==> src/rtl/lsu_pkg.sv <==
// lsu_pkg: op codes, FSM state codes and op-decode helpers
// shared by the load/store unit and its lane aligner.
package lsu_pkg;

  localparam logic [3:0] OP_LD_B  = 4'b0000;
  localparam logic [3:0] OP_LD_H  = 4'b0001;
  localparam logic [3:0] OP_LD_W  = 4'b0010;
  localparam logic [3:0] OP_LD_D  = 4'b0011;
  localparam logic [3:0] OP_LD_BU = 4'b1000;
  localparam logic [3:0] OP_LD_HU = 4'b1001;
  localparam logic [3:0] OP_LD_WU = 4'b1010;
  localparam logic [3:0] OP_ST_B  = 4'b0100;
  localparam logic [3:0] OP_ST_H  = 4'b0101;
  localparam logic [3:0] OP_ST_W  = 4'b0110;
  localparam logic [3:0] OP_ST_D  = 4'b0111;
  localparam logic [3:0] OP_NOP   = 4'b1111;

  localparam logic [2:0] S_IDLE  = 3'd0;
  localparam logic [2:0] S_REQ   = 3'd1;
  localparam logic [2:0] S_RESP  = 3'd2;
  localparam logic [2:0] S_DONE  = 3'd3;
  localparam logic [2:0] S_DRAIN = 3'd4;

  // Access size in bytes: 1/2/4/8 from the low two op bits.
  function automatic logic [3:0] op_size(input logic [3:0] op);
    return 4'd1 << op[1:0];
  endfunction

  function automatic logic op_is_store(input logic [3:0] op);
    return op[3:2] == 2'b01;
  endfunction

  function automatic logic op_is_unsigned(input logic [3:0] op);
    return op[3];
  endfunction

  // Real memory op? Doubleword forms only exist on a 64-bit datapath.
  function automatic logic op_is_mem(input logic [3:0] op,
                                     input logic wide);
    logic r;
    case (op)
      OP_LD_B, OP_LD_H, OP_LD_W,
      OP_LD_BU, OP_LD_HU,
      OP_ST_B, OP_ST_H, OP_ST_W: r = 1'b1;
      OP_LD_D, OP_LD_WU, OP_ST_D: r = wide;
      default: r = 1'b0;
    endcase
    return r;
  endfunction

endpackage

==> src/rtl/lsu_align.sv <==
// lsu_align: byte-lane steering for stores and
// extraction plus sign/zero extension for loads.
module lsu_align
  import lsu_pkg::*;
#(
  parameter int DATA_W = 32,
  localparam int NBYTES = DATA_W / 8,
  localparam int OFF_W = $clog2(NBYTES),
  localparam int MSB_W = $clog2(DATA_W)
) (
  input  logic [OFF_W-1:0]  off,
  input  logic [1:0]        lg,
  input  logic [DATA_W-1:0] st_data,
  output logic [DATA_W-1:0] st_wdata,
  output logic [NBYTES-1:0] st_wstrb,
  input  logic [DATA_W-1:0] ld_rdata,
  input  logic              ld_unsigned,
  output logic [DATA_W-1:0] ld_data
);

  logic [DATA_W-1:0] ld_sh;
  logic [MSB_W-1:0]  msb;
  logic              sgn;
  int                nb;

  // Shift store data up to its lane, shift load data down and extend.
  always_comb begin
    nb = 1 << lg;
    st_wdata = st_data << {off, 3'b000};
    st_wstrb = '0;
    ld_sh = ld_rdata >> {off, 3'b000};
    msb = MSB_W'((8 << lg) - 1);
    sgn = ~ld_unsigned & ld_sh[msb];
    ld_data = '0;
    for (int i = 0; i < NBYTES; i++) begin
      st_wstrb[i] = (i >= int'(off)) && (i < int'(off) + nb);
      ld_data[8*i +: 8] = (i < nb) ? ld_sh[8*i +: 8] : {8{sgn}};
    end
  end

endmodule

==> src/rtl/lsu_ctrl.sv <==
// lsu_ctrl: multi-cycle load/store unit with one outstanding
// bus access, misalignment detection and extended load results.
module lsu_ctrl
  import lsu_pkg::*;
#(
  parameter int DATA_W = 32,
  parameter int ADDR_W = 32,
  localparam int NBYTES = DATA_W / 8
) (
  input  logic              clk,
  input  logic              rst_n,
  input  logic              in_valid,
  output logic              in_ready,
  input  logic [3:0]        in_lsu_op,
  input  logic [ADDR_W-1:0] in_addr,
  input  logic [DATA_W-1:0] in_wdata,
  input  logic              in_flush,
  output logic              req_valid,
  input  logic              req_ready,
  output logic              req_we,
  output logic [ADDR_W-1:0] req_addr,
  output logic [DATA_W-1:0] req_wdata,
  output logic [NBYTES-1:0] req_wstrb,
  input  logic              resp_valid,
  input  logic [DATA_W-1:0] resp_rdata,
  output logic              out_valid,
  input  logic              out_ready,
  output logic [DATA_W-1:0] out_rdata,
  output logic              out_ale,
  output logic [ADDR_W-1:0] out_badv,
  output logic              busy
);

  localparam int OFF_W = $clog2(NBYTES);
  localparam logic WIDE = (DATA_W == 64);

  logic [2:0]        state;
  logic [3:0]        op_q;
  logic [ADDR_W-1:0] addr_q;
  logic [DATA_W-1:0] wdata_q;
  logic [DATA_W-1:0] rdata_q;
  logic              ale_q;

  logic              is_mem;
  logic              mis;
  logic              st_q;
  logic [DATA_W-1:0] al_wdata;
  logic [NBYTES-1:0] al_wstrb;
  logic [DATA_W-1:0] al_ldata;

  assign is_mem = op_is_mem(in_lsu_op, WIDE);
  assign mis = is_mem &&
    ((in_addr[2:0] & 3'(op_size(in_lsu_op) - 4'd1)) != 3'd0);
  assign st_q = op_is_store(op_q);

  assign in_ready  = state == S_IDLE;
  assign busy      = state != S_IDLE;
  assign req_valid = state == S_REQ;
  assign req_we    = req_valid & st_q;
  assign req_addr  = req_valid ?
    {addr_q[ADDR_W-1:OFF_W], {OFF_W{1'b0}}} : '0;
  assign req_wdata = req_we ? al_wdata : '0;
  assign req_wstrb = req_we ? al_wstrb : '0;
  assign out_valid = state == S_DONE;
  assign out_rdata = out_valid ? rdata_q : '0;
  assign out_ale   = out_valid & ale_q;
  assign out_badv  = out_ale ? addr_q : '0;

  lsu_align #(.DATA_W(DATA_W)) u_align (
    .off         (addr_q[OFF_W-1:0]),
    .lg          (op_q[1:0]),
    .st_data     (wdata_q),
    .st_wdata    (al_wdata),
    .st_wstrb    (al_wstrb),
    .ld_rdata    (resp_rdata),
    .ld_unsigned (op_is_unsigned(op_q)),
    .ld_data     (al_ldata)
  );

  // Access sequencing: accept, request, response, result hand-off.
  always_ff @(posedge clk) begin
    if (!rst_n) begin
      state   <= S_IDLE;
      op_q    <= '0;
      addr_q  <= '0;
      wdata_q <= '0;
      rdata_q <= '0;
      ale_q   <= 1'b0;
    end else begin
      case (state)
        S_IDLE: begin
          if (in_valid) begin
            op_q    <= in_lsu_op;
            addr_q  <= in_addr;
            wdata_q <= in_wdata;
            rdata_q <= '0;
            ale_q   <= mis;
            state   <= (is_mem && !mis) ? S_REQ : S_DONE;
          end
        end
        S_REQ: begin
          if (in_flush)       state <= S_IDLE;
          else if (req_ready) state <= S_RESP;
        end
        S_RESP: begin
          if (resp_valid && in_flush) begin
            state <= S_IDLE;
          end else if (resp_valid) begin
            rdata_q <= st_q ? '0 : al_ldata;
            state   <= S_DONE;
          end else if (in_flush) begin
            state <= S_DRAIN;
          end
        end
        S_DRAIN: begin
          if (resp_valid) state <= S_IDLE;
        end
        S_DONE: begin
          if (in_flush || out_ready) state <= S_IDLE;
        end
        default: state <= S_IDLE;
      endcase
    end
  end

endmodule

==> config.mk <==
export PLATFORM = sky130hd
export DESIGN_NAME = lsu_ctrl
export DESIGN_NICKNAME = d
export VERILOG_FILES = /design/src/rtl/lsu_pkg.sv /design/src/rtl/lsu_align.sv /design/src/rtl/lsu_ctrl.sv
export SDC_FILE = /design/constraint.sdc
export NUM_CORES = 1
export LEC_CHECK = 0
export CAP_MARGIN = 30
export CORE_ASPECT_RATIO = 0.7
export CORE_MARGIN = 8
export CORE_UTILIZATION = 40
export DETAILED_ROUTE_END_ITERATION = 6
export GPL_ROUTABILITY_DRIVEN = 0
export MAX_ROUTING_LAYER = met4
export PLACE_DENSITY = 0.78
export SYNTH_ARGS = -nofsm -noshare
export SYNTH_HDL_FRONTEND = slang
export SYNTH_SLANG_ARGS = --single-unit
==> constraint.sdc <==
create_clock -name clk -period 2.3 [get_ports clk]
set_clock_uncertainty 0.05 [all_clocks]
set_input_delay 0.46 -clock clk [delete_from_list [all_inputs] [get_ports clk]]
set_output_delay 0.46 -clock clk [all_outputs]
set_load 0.01 [all_outputs]
==> flow_summary.toml, run 1 <==
[cells_and_area]
area.sequential_sq_um = 2100
layout.cells.non_filler = 1197
multi_input_area_sq_um = 3710
layout_commonest_cell = "sky130_fd_sc_hd__nand2_1"
syn2layout_area_growth_pct = 51.3
share_of_post_route_cells_with_drive_strength_above_1_pct = 15.2
final_net_count = 1106
commonest_cells_after_routing_fill_and_taps_aside = "164 x sky130_fd_sc_hd__nand2_1, 107 x sky130_fd_sc_hd__clkdlybuf4s50_1, 97 x sky130_fd_sc_hd__dfxtp_1, 85 x sky130_fd_sc_hd__dlygate4sd2_1, 71 x sky130_fd_sc_hd__and2_1"
layout.filler_cells = 1334

[critical_path]
regToRegEndpoint = "rdata_q[15]"
crit_path_end_kind = "output pin"
crit_path_max_fanout = 4
crit_type = "flip-flop to output pin"
timing.critical_path.arrival_ns = 1.92
critPathRequiredTime_ns = 1.79
startpoint_type = "flip-flop"
r2r_setup_slack_ns = 0.11
reg2reg_from = "addr_q[1]"
startpoint = "op_q[1]"
worst_r2r_path_depth = 7

[synthesis]
yosys-mux-area-fraction_pct = 6.89
synth.ff_latch_count = 104
synth-compound-area-share_pct = 21.9
ys_types = 60
synth_top_flop_cell = "sky130_fd_sc_hd__dfxtp_1"
simple_gate_portion_of_the_synthesized_area_pct = 30.2
post_synth_fa_ha_maj_area_fraction_pct = 0.621
postSynthCellCount = 751
synth_edf_count = 0
post_synth_xor_area_fraction_pct = 0.145
synth.avg_cell_area_sq_um = 8.05
synth_area_sq_um = 6050
synth_top_family_by_area = "simple AND/OR/NAND/NOR gates"
synth_warnings = 0
synth.yosys.seq_area_share_pct = 34.4
synthArstFlopShare_pct = 0

[placed_design]
place.port_buffers = 242
detailed_place_hpwl_microns = 16100
dp.cells = 1171

[global_routing]
grt_use_met2_pct = 33.2
globalRoute.busiestLayer = "met2"
wire_length_of_the_first_global_routing_pass_microns = 33700
globalRouteMet1Util_pct = 28.3
met3_track_usage_gr_pct = 8.47
global_route.usage.total_pct = 22.2
grt_max_degree = 71
initial_antenna_violation_count = 1
first_global_vias = 5995
grt_overflow_total = 0

[sta]
finalWorstSetupSlack_ns = -0.125
final_hold_viol_count = 0
final.period_utilization_pct = 105
finalCriticalPeriod_ns = 2.43
max_slew_margin_pct = 58.2
clock.fmax_mhz = 412
final-setup-viol-count = 4
rsz0062_at_grt = "yes"
holdWs_ns = 0.352
slew_at_the_pin_with_the_worst_max_slew_slack_ns = 0.627
maxSlewViolCount = 0

[floorplan]
num_io_pins = 245
die_height_microns = 119
die_area_sq_um = 19400
floorplan.die.width_microns = 163
effective_utilization_at_floorplan_pct = 41.1
design.core.area_sq_um = 14700
core.rowCount = 37

[drt]
antenna_left = 0
detailedRoute.firstPassIterationCount = 5
dr_total_vias = 6202
drt_iter0_markers = 335
post_route_wl_microns = 22000
detail_route.wl_per_cell_microns = 18.4
viasPerCell = 5.18
drcViolationCount = 0

[min_path]
hold-path-cell-count = 2
min_delay_worst_endpoint = "state[0]"
holdCritStartpoint = "rst_n"
min_path_type = "input pin to flip-flop"

[power_and_ir_drop]
power.density_nw_per_um2 = 560
max-vdd-ir-drop_uv = 370
power.static_leakage_uw = 0.00409

[clocking]
cts-buffers-inserted = 9
cts_hold_buffers = 0
clkSinkCount = 104
htree_num_levels = 3
cts_tree = "yes"
post_cts_clock_slew_at_the_launch_and_capture_registers_of_the_worst_setup_and_hold_paths_ns = 0.07
worst_skew_pair.late_latency_ns = 0.34
deepest_clock_path_buffer_count = 2
clock-root-buffer = "sky130_fd_sc_hd__clkbuf_16"

[run]
cap_violations = 0

[run_status]
status = "finished with violations"
violated_checks = "setup timing"
[stage by stage]
| step | utilization [%] | setup WS [ns] | setup TNS (ns) | area [sq um] | total power (uW) |
|---|---|---|---|---|---|
| floorplan | - | 0.00307 | 0 | 6080 | 2900 |
| global placement | 60.1 | -0.273 | -1.08 | 8850 | 3460 |
| detailed placement | 60.1 | -0.290 | -1.86 | 8850 | 3480 |
| CTS | 62.0 | -0.212 | -1.02 | 9120 | 5110 |
| global route | 62.1 | -0.233 | -0.833 | 9150 | 5380 |
| finish | 62.1 | -0.125 | -0.348 | 9150 | 5120 |
[layer usage]
layer  vias up  share of wire [%]
met5         -                  0
met4         0               0.70
met3        13                 10
met2       230                 43
met1      2887                 46
li1       3072                  -
[worst max path at each step]
stage	end	slack, ns	cells past startpoint
CTS	req_wdata[20]	-0.21	6
floorplan	req_wstrb[2]	0.003	10
finish	req_wstrb[2]	-0.13	9
detailed placement	req_wstrb[2]	-0.29	8
global placement	req_wstrb[2]	-0.27	8
global route	req_wstrb[2]	-0.23	9
[logic make-up after synthesis]
group,Yosys count
simple gates,357
compound gates,174
flops,104
buf+inv,70
mux,41
fa+ha+maj,3
other cells,1
xor+xnor,1
[cell type report]
class	count	area share, %
multi-input combinational	578	40.5
timing repair buffer	297	30.2
sequential	104	22.9
clock buffer	12	2.80
tap	195	2.67
clock inverter	4	0.574
inverter	6	0.246
antenna	1	0.0274
[power by group]
part	switching, uW	leakage [uW]	internal (uW)
clock network	690	0.000153	907
registers	106	0.000852	1940
logic	775	0.00308	708
total	1570	0.00409	3550
[cells in the mapped netlist (2+ instances only)]
master | n | share of area (%)
sky130_fd_sc_hd__nand2_1 | 166 | 10
sky130_fd_sc_hd__dfxtp_1 | 104 | 34
sky130_fd_sc_hd__and2_1 | 72 | 7.5
sky130_fd_sc_hd__a21boi_0 | 55 | 6.8
sky130_fd_sc_hd__mux2i_1 | 39 | 6.5
sky130_fd_sc_hd__nor2_1 | 35 | 2.2
sky130_fd_sc_hd__and3_1 | 34 | 3.5
sky130_fd_sc_hd__clkbuf_1 | 28 | 1.7
sky130_fd_sc_hd__a22o_1 | 24 | 3.5
sky130_fd_sc_hd__buf_2 | 20 | 1.7
sky130_fd_sc_hd__o21ai_0 | 18 | 1.5
sky130_fd_sc_hd__a211oi_1 | 16 | 2.0
sky130_fd_sc_hd__nor2b_1 | 15 | 1.6
sky130_fd_sc_hd__a21oi_1 | 14 | 1.2
sky130_fd_sc_hd__a21boi_1 | 13 | 1.6
sky130_fd_sc_hd__buf_4 | 9 | 1.1
sky130_fd_sc_hd__a221o_1 | 8 | 1.3
sky130_fd_sc_hd__nand2b_1 | 8 | 0.83
sky130_fd_sc_hd__o221ai_1 | 8 | 1.2
sky130_fd_sc_hd__inv_1 | 5 | 0.31
sky130_fd_sc_hd__a31oi_1 | 4 | 0.41
sky130_fd_sc_hd__buf_6 | 4 | 0.74
sky130_fd_sc_hd__nor3_1 | 4 | 0.33
sky130_fd_sc_hd__buf_1 | 3 | 0.19
sky130_fd_sc_hd__ha_1 | 3 | 0.62
sky130_fd_sc_hd__nor3_2 | 3 | 0.50
sky130_fd_sc_hd__nor3b_1 | 3 | 0.37
sky130_fd_sc_hd__nor3b_2 | 2 | 0.41
sky130_fd_sc_hd__o21ai_1 | 2 | 0.17
sky130_fd_sc_hd__o31ai_1 | 2 | 0.25
[critical path: stages (launching register included)]
cell and delay [ns]:
sky130_fd_sc_hd__dfxtp_4 0.37, sky130_fd_sc_hd__nand2b_4 0.15, sky130_fd_sc_hd__xnor2_2 0.13, sky130_fd_sc_hd__ha_2 0.19, sky130_fd_sc_hd__nand2_2 0.06, sky130_fd_sc_hd__a21oi_2 0.04, sky130_fd_sc_hd__nor2_2 0.15, sky130_fd_sc_hd__o32ai_4 0.12
sky130_fd_sc_hd__a221oi_2 0.21, sky130_fd_sc_hd__buf_2 0.16
[flip-flops by register name (all words and copies together), names as in the netlist]
name,count
wdata_q,32
rdata_q,32
ale_q,1
op_q,4
state,3
addr_q,32
[repair_timing]
action	CTS	global route
cloned	1	2
pin swaps	5	8
endpoints found under the setup margin	145	88
resized for setup	186	79
setup buffers	4	2
(Power assumes the default switching activity.)
==> run 2, diff against run 1 <==
--- a/config.mk
+++ b/config.mk
@@ -8,11 +8,13 @@
 export CAP_MARGIN = 30
 export CORE_ASPECT_RATIO = 0.7
 export CORE_MARGIN = 8
-export CORE_UTILIZATION = 40
+export CORE_UTILIZATION = 41
 export DETAILED_ROUTE_END_ITERATION = 6
 export GPL_ROUTABILITY_DRIVEN = 0
+export GPL_TIMING_DRIVEN = 0
 export MAX_ROUTING_LAYER = met4
-export PLACE_DENSITY = 0.78
+export PLACE_DENSITY = 0.79
 export SYNTH_ARGS = -nofsm -noshare
 export SYNTH_HDL_FRONTEND = slang
+export SYNTH_HIERARCHICAL = 1
 export SYNTH_SLANG_ARGS = --single-unit
==> run 2 against run 1 <==
- the flow still finishes with violations (setup timing)
- utilization grew 4.6 points
- first-iteration DRC count grew 110%
- clock power about the same
- non-clock buffer count increased by 96
- register-to-register slack got worse by 0.18 ns
- critical path type unchanged
- largest power group is now combinational cells
==> flow_summary.toml, run 2 <==
[run_status]
status = "finished with violations"
violated_checks = "setup timing"

[clocking]
worst_skew_pair.late_latency_ns = 0.34
cts_hold_buffers = 0
cts-buffers-inserted = 9
cts_tree = "yes"
clock-root-buffer = "sky130_fd_sc_hd__clkbuf_16"
clkSinkCount = 104
deepest_clock_path_buffer_count = 2
post_cts_clock_slew_at_the_launch_and_capture_registers_of_the_worst_setup_and_hold_paths_ns = 0.08
htree_num_levels = 3

[sta]
final.period_utilization_pct = 126
slew_at_the_pin_with_the_worst_max_slew_slack_ns = 0.705
timing.setup.tns_ns = -5.50
max_slew_margin_pct = 53.0
rsz0062_at_grt = "yes"
finalWorstSetupSlack_ns = -0.606
final-setup-viol-count = 46
final_hold_viol_count = 0
clock.fmax_mhz = 344
maxSlewViolCount = 0
finalCriticalPeriod_ns = 2.91

[drt]
detailedRoute.firstPassIterationCount = 5
detail_route.wl_per_cell_microns = 20.4
drcViolationCount = 0
antenna_left = 0
post_route_wl_microns = 28600
dr_total_vias = 7868
viasPerCell = 5.62
drt_iter0_markers = 688

[synthesis]
synth_edf_count = 0
synth_top_area_share_pct = 32.6
ys_top_cells_by_area = "sky130_fd_sc_hd__dfxtp_1 33%, sky130_fd_sc_hd__nand2_1 12%, sky130_fd_sc_hd__a21oi_1 9.6%, sky130_fd_sc_hd__and2_1 7.3%, sky130_fd_sc_hd__and3_1 6.7%"
synth_warnings = 6
postSynthCellCount = 875
synth_area_sq_um = 6380
synth.avg_cell_area_sq_um = 7.29
yosys.area.top_type = "sky130_fd_sc_hd__dfxtp_1"
yosysMostFrequentCell = "sky130_fd_sc_hd__nand2_1"
synth_top_flop_cell = "sky130_fd_sc_hd__dfxtp_1"
synth.ff_latch_count = 104
synth.yosys.seq_area_share_pct = 32.6
synthArstFlopShare_pct = 0
ys_types = 51
ys_top_cells_by_count = "202 x sky130_fd_sc_hd__nand2_1, 122 x sky130_fd_sc_hd__a21oi_1, 104 x sky130_fd_sc_hd__dfxtp_1"

[floorplan]
num_io_pins = 245
floorplan.die.width_microns = 165
design.core.area_sq_um = 15400
core.rowCount = 38
die_area_sq_um = 19900
effective_utilization_at_floorplan_pct = 41.5
die_height_microns = 120

[cells_and_area]
layout_commonest_cell = "sky130_fd_sc_hd__nand2_1"
layout.filler_cells = 1263
multi_input_area_sq_um = 4150
layout_top_registers = "addr_q: 32 flops, rdata_q: 32 flops, wdata_q: 32 flops"
num_antenna_cells = 0
share_of_post_route_cells_with_drive_strength_above_1_pct = 30.9
final_net_count = 1304
commonest_cells_after_routing_fill_and_taps_aside = "200 x sky130_fd_sc_hd__nand2_1, 122 x sky130_fd_sc_hd__a21oi_1, 107 x sky130_fd_sc_hd__clkdlybuf4s50_1, 97 x sky130_fd_sc_hd__dfxtp_1, 96 x sky130_fd_sc_hd__buf_2"
syn2layout_area_growth_pct = 60.7
area.sequential_sq_um = 2100

[global_routing]
initial_antenna_violation_count = 0
wire_length_of_the_first_global_routing_pass_microns = 40000
first_global_vias = 7320
grt_max_degree = 20
grt_overflow_total = 0
global_route.usage.total_pct = 26.2

[critical_path]
timing.critical_path.arrival_ns = 2.40
crit_path_end_kind = "output pin"
regToRegEndpoint = "rdata_q[28]"
crit_path_max_fanout = 2
crit_path_frequent_cell = "sky130_fd_sc_hd__buf_12"
worst_path_largest_cell_delay_ns = 0.38
crit_type = "flip-flop to output pin"
reg2reg_from = "op_q[0]"
r2r_setup_slack_ns = -0.07
critPathRequiredTime_ns = 1.79
slowest_stage = "sky130_fd_sc_hd__dfxtp_4"
worst_r2r_path_depth = 10
startpoint_type = "flip-flop"
crit_chain = "buf_8 -> buf_12 -> buf_12 -> xnor2_2 -> ha_2 -> or2_4 -> o21a_1 -> o22ai_2 -> buf_4 -> a21oi_1 -> and3_1 -> buf_2"

[run]
cap_violations = 0

[min_path]
min_path_type = "flip-flop to flip-flop"
min_delay_worst_endpoint = "rdata_q[8]"
hold-path-cell-count = 2
holdCritStartpoint = "rdata_q[8]"

[power_and_ir_drop]
max-vdd-ir-drop_uv = 424
power.static_leakage_uw = 0.00448
power.density_nw_per_um2 = 658

[placed_design]
detailed_place_hpwl_microns = 19900
place.port_buffers = 242
placement.setup.worst_slack_ns = -0.805
## run 2: cell type report
cell class,instances,share of cell area (%)
tap,200,2.44
buffer,81,6.89
sequential,104,20.5
multi-input combinational,680,40.4
clock buffer,10,2.33
inverter,6,0.220
clock inverter,6,0.634
timing repair buffer,312,26.5
## run 2: through the flow
step	util [%]	hold WS (ns)	cell area, sq um	power (uW)	std cells
2_1_floorplan	-	0.377	6410	3640	876
3_3_place_gp	59.2	0.386	9090	4420	1318
3_5_place_dp	59.2	0.391	9090	4460	1318
4_1_cts	63.1	0.401	9690	6360	1368
5_1_grt	66.8	0.423	10300	7040	1399
6_report	66.8	0.401	10300	6750	1399
## run 2: worst max-delay path by stage
stage	startpoint	to	cells past startpoint
global route	addr_q[1]	req_wstrb[1]	12
global placement	state[2]	out_rdata[6]	7
CTS	addr_q[1]	req_wstrb[2]	12
finish	addr_q[1]	req_wstrb[1]	12
detailed placement	state[2]	out_rdata[6]	7
floorplan	addr_q[1]	req_wstrb[2]	10
## run 2: layer usage
metal / routed length [microns] / track usage, % / vias to the layer above / part of all wire (%)
met5: 0 / - / - / 0
met4: 704 / 7.01 / 0 / 2.5
met3: 3900 / 8.18 / 76 / 14
met2: 12300 / 38.0 / 553 / 43
met1: 11700 / 34.5 / 3628 / 41
li1: - / - / 3611 / -
## run 2: where the power goes
| group | leakage [uW] | internal [uW] | total [uW] | switching, uW |
|---|---|---|---|---|
| Sequential | 0.000853 | 1990 | 2170 | 176 |
| Clock | 0.000149 | 880 | 1610 | 726 |
| Combinational | 0.00348 | 1340 | 2970 | 1630 |
| Total | 0.00448 | 4220 | 6750 | 2530 |
## run 2: cell families after synthesis
family	after synthesis	share of synthesized area, %
buf+inv	92	7.26
flops	104	32.6
compound gates	195	17.8
xor+xnor	1	0.137
simple gates	435	34.4
other cells	1	0.0588
fa+ha+maj	3	0.588
mux	44	7.14
## run 2: what timing repair did
action                                  CTS  global route
endpoints found under the setup margin  154           135
buffers inserted                         34            33
gates resized for setup                 572           164
gates cloned                              3             6
pin swaps                                 4            13
## run 2: worst max-delay path, delay by kind of cell (launching register included)
family	cells	cell delay (ns)
adders and majority gates	1	0.17
DFF	1	0.38
xor gates and xnor gates	1	0.12
buffers and inverters	5	0.66
and+or+nand+nor	2	0.37
AOI/OAI and AO/OA	3	0.34
==> run 3, diff against run 2 <==
--- a/config.mk
+++ b/config.mk
@@ -9,6 +9,7 @@
 export CORE_ASPECT_RATIO = 0.7
 export CORE_MARGIN = 8
 export CORE_UTILIZATION = 41
+export CTS_BUF_LIST = sky130_fd_sc_hd__clkbuf_4
 export DETAILED_ROUTE_END_ITERATION = 6
 export GPL_ROUTABILITY_DRIVEN = 0
 export GPL_TIMING_DRIVEN = 0
==> run 3 against run 2 <==
- the run still ends with setup timing left
- combinational power up 8.8%
- global-route usage up 1.9 points
- total power is 4.9% lower
- final area grew 6.3%
- sequential power barely moved
- first-iteration DRC count grew 6.4%
- routed wire length rose by 3.5%
- worst hold slack improved by 0.017 ns
- register-to-register slack worse by 0.06 ns
- final cell count up 1.1%
- critical path type unchanged
- highest routed layer unchanged
==> flow_summary.toml, run 3 (synthesis gave the netlist of run 2 again) <==
[drt]
detailedRoute.firstPassIterationCount = 5
drcViolationCount = 0
drt_iter0_markers = 732
post_route_wl_microns = 29500
dr_total_vias = 7924
detail_route.wl_per_cell_microns = 20.9
antenna_left = 0
viasPerCell = 5.60

[critical_path]
crit_type = "flip-flop to output pin"
r2r_setup_slack_ns = -0.13
crit_path_end_kind = "output pin"
timing.critical_path.arrival_ns = 2.58
crit_path_max_fanout = 2
critPathRequiredTime_ns = 1.79
startpoint_type = "flip-flop"

[global_routing]
grt_max_degree = 18
global_route.usage.total_pct = 28.1
grt_overflow_total = 0
initial_antenna_violation_count = 0
wire_length_of_the_first_global_routing_pass_microns = 42700
first_global_vias = 7690

[sta]
clock.fmax_mhz = 323
holdWs_ns = 0.418
slew_at_the_pin_with_the_worst_max_slew_slack_ns = 0.727
final-setup-viol-count = 131
finalCriticalPeriod_ns = 3.09
final_hold_viol_count = 0
maxSlewViolCount = 0
max_slew_margin_pct = 51.5
rsz0062_at_grt = "yes"
final.period_utilization_pct = 135
finalWorstSetupSlack_ns = -0.794

[run_status]
status = "finished with violations"
violated_checks = "setup timing"

[placed_design]
place.port_buffers = 242
dp.cells = 1318
placement.cell_area_sq_um = 9090
detailed_place_hpwl_microns = 19900
placement.setup.worst_slack_ns = -0.805

[floorplan]
num_io_pins = 245
die_area_sq_um = 19900
die_height_microns = 120
design.core.area_sq_um = 15400
floorplan.die.width_microns = 165
effective_utilization_at_floorplan_pct = 41.5
core.rowCount = 38

[cells_and_area]
non_filler_cell_area_final_sq_um = 10900
commonest_cells_after_routing_fill_and_taps_aside = "202 x sky130_fd_sc_hd__nand2_1, 137 x sky130_fd_sc_hd__buf_6, 122 x sky130_fd_sc_hd__a21oi_1, 106 x sky130_fd_sc_hd__clkdlybuf4s50_1, 96 x sky130_fd_sc_hd__dfxtp_1"
final_net_count = 1319
layout_top_registers = "addr_q: 32 flops, rdata_q: 32 flops, wdata_q: 32 flops"
area.sequential_sq_um = 2100
layout.filler_cells = 1200
share_of_post_route_cells_with_drive_strength_above_1_pct = 38.1
layout_commonest_cell = "sky130_fd_sc_hd__nand2_1"
multi_input_area_sq_um = 4380
syn2layout_area_growth_pct = 70.8
num_antenna_cells = 0
layout.cells.non_filler = 1414

[clocking]
cts_hold_buffers = 0
cts-buffers-inserted = 9
deepest_clock_path_buffer_count = 2
htree_num_levels = 3
clock-root-buffer = "sky130_fd_sc_hd__clkbuf_4"
clkSinkCount = 104
post_cts_clock_slew_at_the_launch_and_capture_registers_of_the_worst_setup_and_hold_paths_ns = 0.17
worst_skew_pair.late_latency_ns = 0.47
cts_tree = "yes"

[min_path]
min_path_type = "flip-flop to flip-flop"

[power_and_ir_drop]
power.density_nw_per_um2 = 589
post-layout-total-power_uw = 6420
power.static_leakage_uw = 0.00460
max-vdd-ir-drop_uv = 326

[run]
cap_violations = 0
## run 3: cell types whose count changed in the layout (fill, tap and decap cells not counted), sizes merged
cell / previous run / this run
buf: 221 / 265
bufbuf: 0 / 1
clkbuf: 52 / 41
clkdlybuf4s15: 11 / 2
clkdlybuf4s50: 107 / 106
clkinv: 2 / 3
dlygate4sd2: 12 / 2
## run 3: what timing repair did
item,4_1_cts,5_1_grt
gates resized for setup,773,222
buffers inserted,72,33
pin swaps,31,31
gates cloned,7,3
endpoints found under the setup margin,157,161
## run 3: power breakdown
part	internal, uW	switching, uW
Sequential	2000	194
Combinational	1530	1700
Clock	333	669
Total	3860	2560
## run 3: critical path: stages, from the launching register on
cell	delay (ns)
sky130_fd_sc_hd__dfxtp_4	0.41
sky130_fd_sc_hd__buf_8	0.13
sky130_fd_sc_hd__buf_12	0.12
sky130_fd_sc_hd__buf_12	0.12
sky130_fd_sc_hd__xnor2_2	0.13
sky130_fd_sc_hd__ha_2	0.18
sky130_fd_sc_hd__or2_4	0.23
sky130_fd_sc_hd__o21a_1	0.13
sky130_fd_sc_hd__o22ai_2	0.17
sky130_fd_sc_hd__buf_4	0.15
sky130_fd_sc_hd__a21oi_1	0.05
sky130_fd_sc_hd__and3_1	0.14
sky130_fd_sc_hd__buf_2	0.14
## run 3: area by class of cell
type / instances / share of cell area, %
flip-flops and latches: 104 / 19.3
repair buffers: 337 / 31.5
well taps: 200 / 2.30
multi-input cells: 680 / 40.2
clock inverters: 7 / 0.631
inverters: 6 / 0.230
clock buffers: 9 / 0.620
plain buffers: 71 / 5.26
## run 3: metrics by stage
| stage | TNS (ns) | util, % |
|---|---|---|
| 6_report | -19.39 | 71.0 |
| 5_1_grt | -33.62 | 71.0 |
| 4_1_cts | -28.79 | 65.8 |
| 3_5_place_dp | -60.14 | 59.2 |
| 3_3_place_gp | -59.72 | 59.2 |
| 2_1_floorplan | -0.0105 | - |
## run 3: layer usage
layer  routed length, microns  global-route usage (%)  share of wire [%]
met1                    12100                    35.8                 41
met2                    13100                    41.8                 44
met3                     3720                    9.75                 13
met4                      568                    7.35                1.9
met5                        0                       -                  0
## run 3: final timing paths
kind	cells past startpoint	from	endpoint
max	12	addr_q[1]	req_wstrb[1]
min	2	rdata_q[19]	rdata_q[19]
max reg2reg	10	op_q[0]	rdata_q[22]
min reg2reg	2	rdata_q[19]	rdata_q[19]
